**config.mk**
```make
export PLATFORM = sky130hd
export DESIGN_NAME = reset_sequencer
export DESIGN_NICKNAME = d
export VERILOG_FILES = /design/src/rtl/reset_seq_pkg.sv /design/src/rtl/sync_bit.sv /design/src/rtl/reset_sequencer.sv
export SDC_FILE = /design/constraint.sdc
export NUM_CORES = 1
export LEC_CHECK = 0
export CORE_UTILIZATION = 54
export DETAILED_ROUTE_END_ITERATION = 16
export GPL_ROUTABILITY_DRIVEN = 0
export PLACE_DENSITY_LB_ADDON = 0.1
export SETUP_SLACK_MARGIN = 0.05
export SYNTH_ARGS = -nofsm -noshare
export SYNTH_HDL_FRONTEND = slang
export SYNTH_HIERARCHICAL = 1
export SYNTH_SLANG_ARGS = --single-unit
```
**constraint.sdc**
```tcl
create_clock -name clock -period 2.5 [get_ports clock]
set_input_delay 0.5 -clock clock [delete_from_list [all_inputs] [get_ports clock]]
set_output_delay 0.5 -clock clock [all_outputs]
set_load 0.005 [all_outputs]
```
**src/rtl/reset_seq_pkg.sv**
```systemverilog
// reset_seq_pkg: shared types for the reset sequencer.
// States, cause codes and a sizing helper.
package reset_seq_pkg;

  typedef enum logic [1:0] {
    S_LOCK,
    S_HOLD,
    S_REL,
    S_RUN
  } state_t;

  localparam logic [1:0] CAUSE_POR  = 2'b00;
  localparam logic [1:0] CAUSE_LOCK = 2'b01;
  localparam logic [1:0] CAUSE_SW   = 2'b10;

  function automatic int max3(
    input int a,
    input int b,
    input int c
  );
    int m;
    m = (a > b) ? a : b;
    return (m > c) ? m : c;
  endfunction

endpackage

```
**src/rtl/sync_bit.sv**
```systemverilog
// sync_bit: multi-flop single-bit synchroniser.
// Clears to 0 asynchronously on reset.
module sync_bit #(
  parameter int STAGES = 2
) (
  input  logic clock,
  input  logic reset,
  input  logic d,
  output logic q
);

  if (STAGES < 2) begin : g_bad_stages
    $error("sync_bit: STAGES must be >= 2");
  end

  logic [STAGES-1:0] ff;

  // shift the async input through the flop chain
  always_ff @(posedge clock or posedge reset) begin
    if (reset) begin
      ff <= '0;
    end else begin
      ff <= {ff[STAGES-2:0], d};
    end
  end

  assign q = ff[STAGES-1];

endmodule

```
**src/rtl/reset_sequencer.sv**
```systemverilog
// reset_sequencer: qualifies PLL lock, holds, then
// releases reset domains in staggered order.
module reset_sequencer
  import reset_seq_pkg::*;
#(
  parameter int N_OUT          = 2,
  parameter int HOLD_CYCLES    = 128,
  parameter int STAGGER_CYCLES = 16,
  parameter int LOCK_FILTER    = 64,
  parameter int SYNC_STAGES    = 2
) (
  input  logic             clock,
  input  logic             reset,
  input  logic             pll_lock,
  input  logic             sw_req,
  output logic [N_OUT-1:0] rst_out,
  output logic             all_ready,
  output logic [1:0]       cause
);

  if (N_OUT < 1) begin : g_bad_n
    $error("reset_sequencer: N_OUT must be >= 1");
  end
  if (HOLD_CYCLES < 1) begin : g_bad_hold
    $error("reset_sequencer: HOLD_CYCLES must be >= 1");
  end
  if (STAGGER_CYCLES < 1) begin : g_bad_stag
    $error("reset_sequencer: STAGGER_CYCLES must be >= 1");
  end
  if (LOCK_FILTER < 1) begin : g_bad_filt
    $error("reset_sequencer: LOCK_FILTER must be >= 1");
  end
  if (SYNC_STAGES < 2) begin : g_bad_sync
    $error("reset_sequencer: SYNC_STAGES must be >= 2");
  end

  localparam int REL_END = (N_OUT - 1) * STAGGER_CYCLES;
  localparam int CW =
    $clog2(max3(LOCK_FILTER, HOLD_CYCLES, REL_END + 1)) + 1;

  localparam logic [CW-1:0] LF_LAST   = CW'(LOCK_FILTER - 1);
  localparam logic [CW-1:0] HOLD_LAST = CW'(HOLD_CYCLES - 1);
  localparam logic [CW-1:0] REL_LAST  = CW'(REL_END);

  logic          lock_s;
  state_t        state;
  logic [CW-1:0] cnt;

  sync_bit #(
    .STAGES(SYNC_STAGES)
  ) u_lock_sync (
    .clock(clock),
    .reset(reset),
    .d    (pll_lock),
    .q    (lock_s)
  );

  // sequencer FSM with its counter and registered outputs
  always_ff @(posedge clock or posedge reset) begin
    if (reset) begin
      state     <= S_LOCK;
      cnt       <= '0;
      rst_out   <= '1;
      all_ready <= 1'b0;
      cause     <= CAUSE_POR;
    end else if (state != S_LOCK && !lock_s) begin
      state     <= S_LOCK;
      cnt       <= '0;
      rst_out   <= '1;
      all_ready <= 1'b0;
      cause     <= CAUSE_LOCK;
    end else if (state != S_LOCK && sw_req) begin
      state     <= S_HOLD;
      cnt       <= '0;
      rst_out   <= '1;
      all_ready <= 1'b0;
      cause     <= CAUSE_SW;
    end else begin
      unique case (state)
        S_LOCK: begin
          rst_out   <= '1;
          all_ready <= 1'b0;
          if (!lock_s) begin
            cnt <= '0;
          end else if (cnt == LF_LAST) begin
            state <= S_HOLD;
            cnt   <= '0;
          end else begin
            cnt <= cnt + 1'b1;
          end
        end
        S_HOLD: begin
          if (cnt == HOLD_LAST) begin
            state <= S_REL;
            cnt   <= '0;
          end else begin
            cnt <= cnt + 1'b1;
          end
        end
        S_REL: begin
          for (int i = 0; i < N_OUT; i++) begin
            if (cnt == CW'(i * STAGGER_CYCLES))
              rst_out[i] <= 1'b0;
          end
          if (cnt == REL_LAST) begin
            state <= S_RUN;
            cnt   <= '0;
          end else begin
            cnt <= cnt + 1'b1;
          end
        end
        S_RUN: begin
          rst_out   <= '0;
          all_ready <= 1'b1;
        end
      endcase
    end
  end

endmodule

```
==> impl_metrics.ini <==
[timing]
drv_slew = 0
setup_viol = 0
worstMarginPinSlew_ns = 0.5714
rsz0062_at_grt = no
hold_slack_ns = 0.3601
final.setup.tns_ns = 0
hold_viol = 0
finClkSkew_ns = 0.007185
min_period_ns = 2.350
max_clock_freq_mhz = 425.5
finalCritPeriodShare = 0.9400
relSlewSlack = 0.6186
worst_slack_ns = 0.1499

[power_and_ir_drop]
ir_drop_mv = 0.3717
p_sw_mw = 0.1159
combPwrFrac = 0.084
powerDensity_nw_per_um2 = 376.0
finalPower_mw = 0.4761
p_leak_nw = 0.5160
p_sw_frac = 0.2433
p_int_mw = 0.3602
p_seq_frac = 0.604
clock_power_share = 0.312

[routing]
wl_per_cell_um = 15.67
routed_wirelength_um = 2507
viasPerCell = 5.906
antenna_left = 0
first_iter_violations = 20
drcViolationCount = 0
drtPass1Iterations = 4
vias = 945

[global_routing]
track_usage = 0.2723
grt_pass1_wl_um = 4036
grt-ovfl-total = 0
grt_pass1_vias = 873
grt_start_max_net_pins = 16
grt_antenna_before_repair = 0

[layout]
diodes = 0
fin_cells = 160
drive_above_1_share = 0.1203
layout_commonest_cell = dfrtp_1
syn_to_final_growth_pct = 13.84
nets = 145
final_cell_mix = dfrtp_1 (15), inv_1 (13), nor3_1 (8), o21ai_1 (8), clkdlybuf4s50_1 (8)
postLayoutCellArea_um2 = 1266
final_core_util = 0.6521

[floorplanning]
fp-row-count = 16
pin_count = 9
initial_utilization = 0.5728
core_um2 = 1942
die_w_um = 47.39
die_area_um2 = 2245
die_h_um = 47.39

[setup_path]
worstPathMaxFanout = 6
critPathCaptureType = flip-flop
crit_required_ns = 2.69
critPathMaxStageDelay_ns = 0.48
start_kind = flip-flop
cpMaxStageDelayCell = or4b_4
setup.worst_path.class = flip-flop to flip-flop
path_cells = inv_1, ha_1, or4b_4, o31ai_4, nand2_4, a221oi_4, mux2_4
arrival_ns = 2.54

[worst_hold_path]
min_path_type = primary input to asynchronous set/reset pin

[run]
maxCapViolations = 0

[yosys]
synth_warnings = 6
synth_top_area_share = 0.3375
synth_area_per_cell_um2 = 9.269
synth-seq-cells = 17
synth_nets = 131
synthCells = 120
yosys.area.top_type = dfrtp_1
ys_types = 38
syn_area_um2 = 1112
yosysSeqAreaShare = 0.3847
ys_top_cells_by_area = dfrtp_1 (34%), ha_1 (7.9%), dfstp_2 (4.7%)

[placed_design]
place_area_um2 = 1240
port_buffers = 8
dp_cells = 156
dp_hpwl_um = 1889
pre_cts_slack_ns = 0.1595

[clock_tree]
numClockSinks = 17
clkTransAtPathRegs_ns = 0.10
htree_levels = 1
cts_hold_buf = 0
insertion_delay_ns = 0.30
cts_resized = 0
max-clock-path-buffers = 2
cts_setup_buffers = 0
clk_root_buffer_cell = clkbuf_4
numCtsBuffers = 3
cts_tree = done

[status]
status = completed
## Yosys cell counts, drive strengths merged
cell type  number
nand3b          2
mux2            1
ha              7
o21ai          11
a211oi          1
o21a            1
or4b            1
nor2b           1
nand4           1
o211ai          3
a21o            1
o2111ai         1
a32oi           1
and3            2
mux2i           2
dfstp           2
nand3           7
or2             3
o22ai           1
a221oi          1
nor3            8
nand2b          4
clkbuf          1
buf             1
nand2           8
nor2            6
a21boi          1
nor3b           1
o311ai          3
inv            13
o31ai           4
dfrtp          15
o41ai           1
a21oi           4
## per-layer routing
metal / GRT usage / vias up / wire length (µm)
met5: 0 / - / 0
met4: 0.1657 / 0 / 53
met3: 0.03846 / 5 / 92
met2: 0.3945 / 26 / 1185
met1: 0.3822 / 448 / 1176
li1: - / 466 / -
## cells by family (layout without fill, tap and decap cells)
family,after synthesis,count (layout),synth area share
simple gates,44,44,0.2160
compound gates,34,34,0.2374
flops,17,17,0.3847
buf+inv,15,28,0.05174
fa+ha+maj,7,7,0.07874
mux,3,3,0.03149
## flip-flops by register name, indices dropped and copies added (netlist names)
signal          count
u_lock_sync/ff      2
cause               2
all_ready           1
cnt                 8
state               2
rst_out             2
## worst paths after layout
| path | startpoint | end | slack, ns | cells after the start |
|---|---|---|---|---|
| hold / removal | reset | u_lock_sync/ff[1] | 0.36 | 2 |
| setup / recovery | cnt[0] | state[0] | 0.15 | 7 |
| hold reg to reg | u_lock_sync/ff[0] | u_lock_sync/ff[1] | 0.36 | 0 |
| min in group clock | u_lock_sync/ff[0] | u_lock_sync/ff[1] | 0.36 | 0 |
| setup reg to reg | cnt[0] | state[0] | 0.15 | 7 |
| max in group asynchronous | reset | rst_out[1] | 1.54 | 2 |
## cell type report
type | instances | area, µm²
Timing Repair Buffer | 11 | 102.6
Inverter | 13 | 48.80
Fill cell | 163 | 675.6
Sequential cell | 17 | 427.9
Clock buffer | 4 | 26.28
Multi-Input combinational cell | 88 | 626.9
Tap cell | 27 | 33.78
## power groups by stage
stage / clock (mW) / sequential, mW / combinational, mW
after floorplan: 0 / 0.291 / 0.0269
after global placement: 0 / 0.292 / 0.0384
after detailed placement: 0 / 0.293 / 0.0402
after CTS: 0.154 / 0.287 / 0.0405
after global routing: 0.163 / 0.288 / 0.0454
final: 0.148 / 0.288 / 0.0400
## worst max-delay path: cells and delay by family (launching register included)
kind	cells	cell delay, ns
muxes	1	0.32
AOI/OAI and AO/OA	2	0.69
buffers and inverters	1	0.08
DFF	1	0.43
and+or+nand+nor	2	0.60
adders and majority gates	1	0.13
Note: power is estimated with default switching activity, not from simulation.
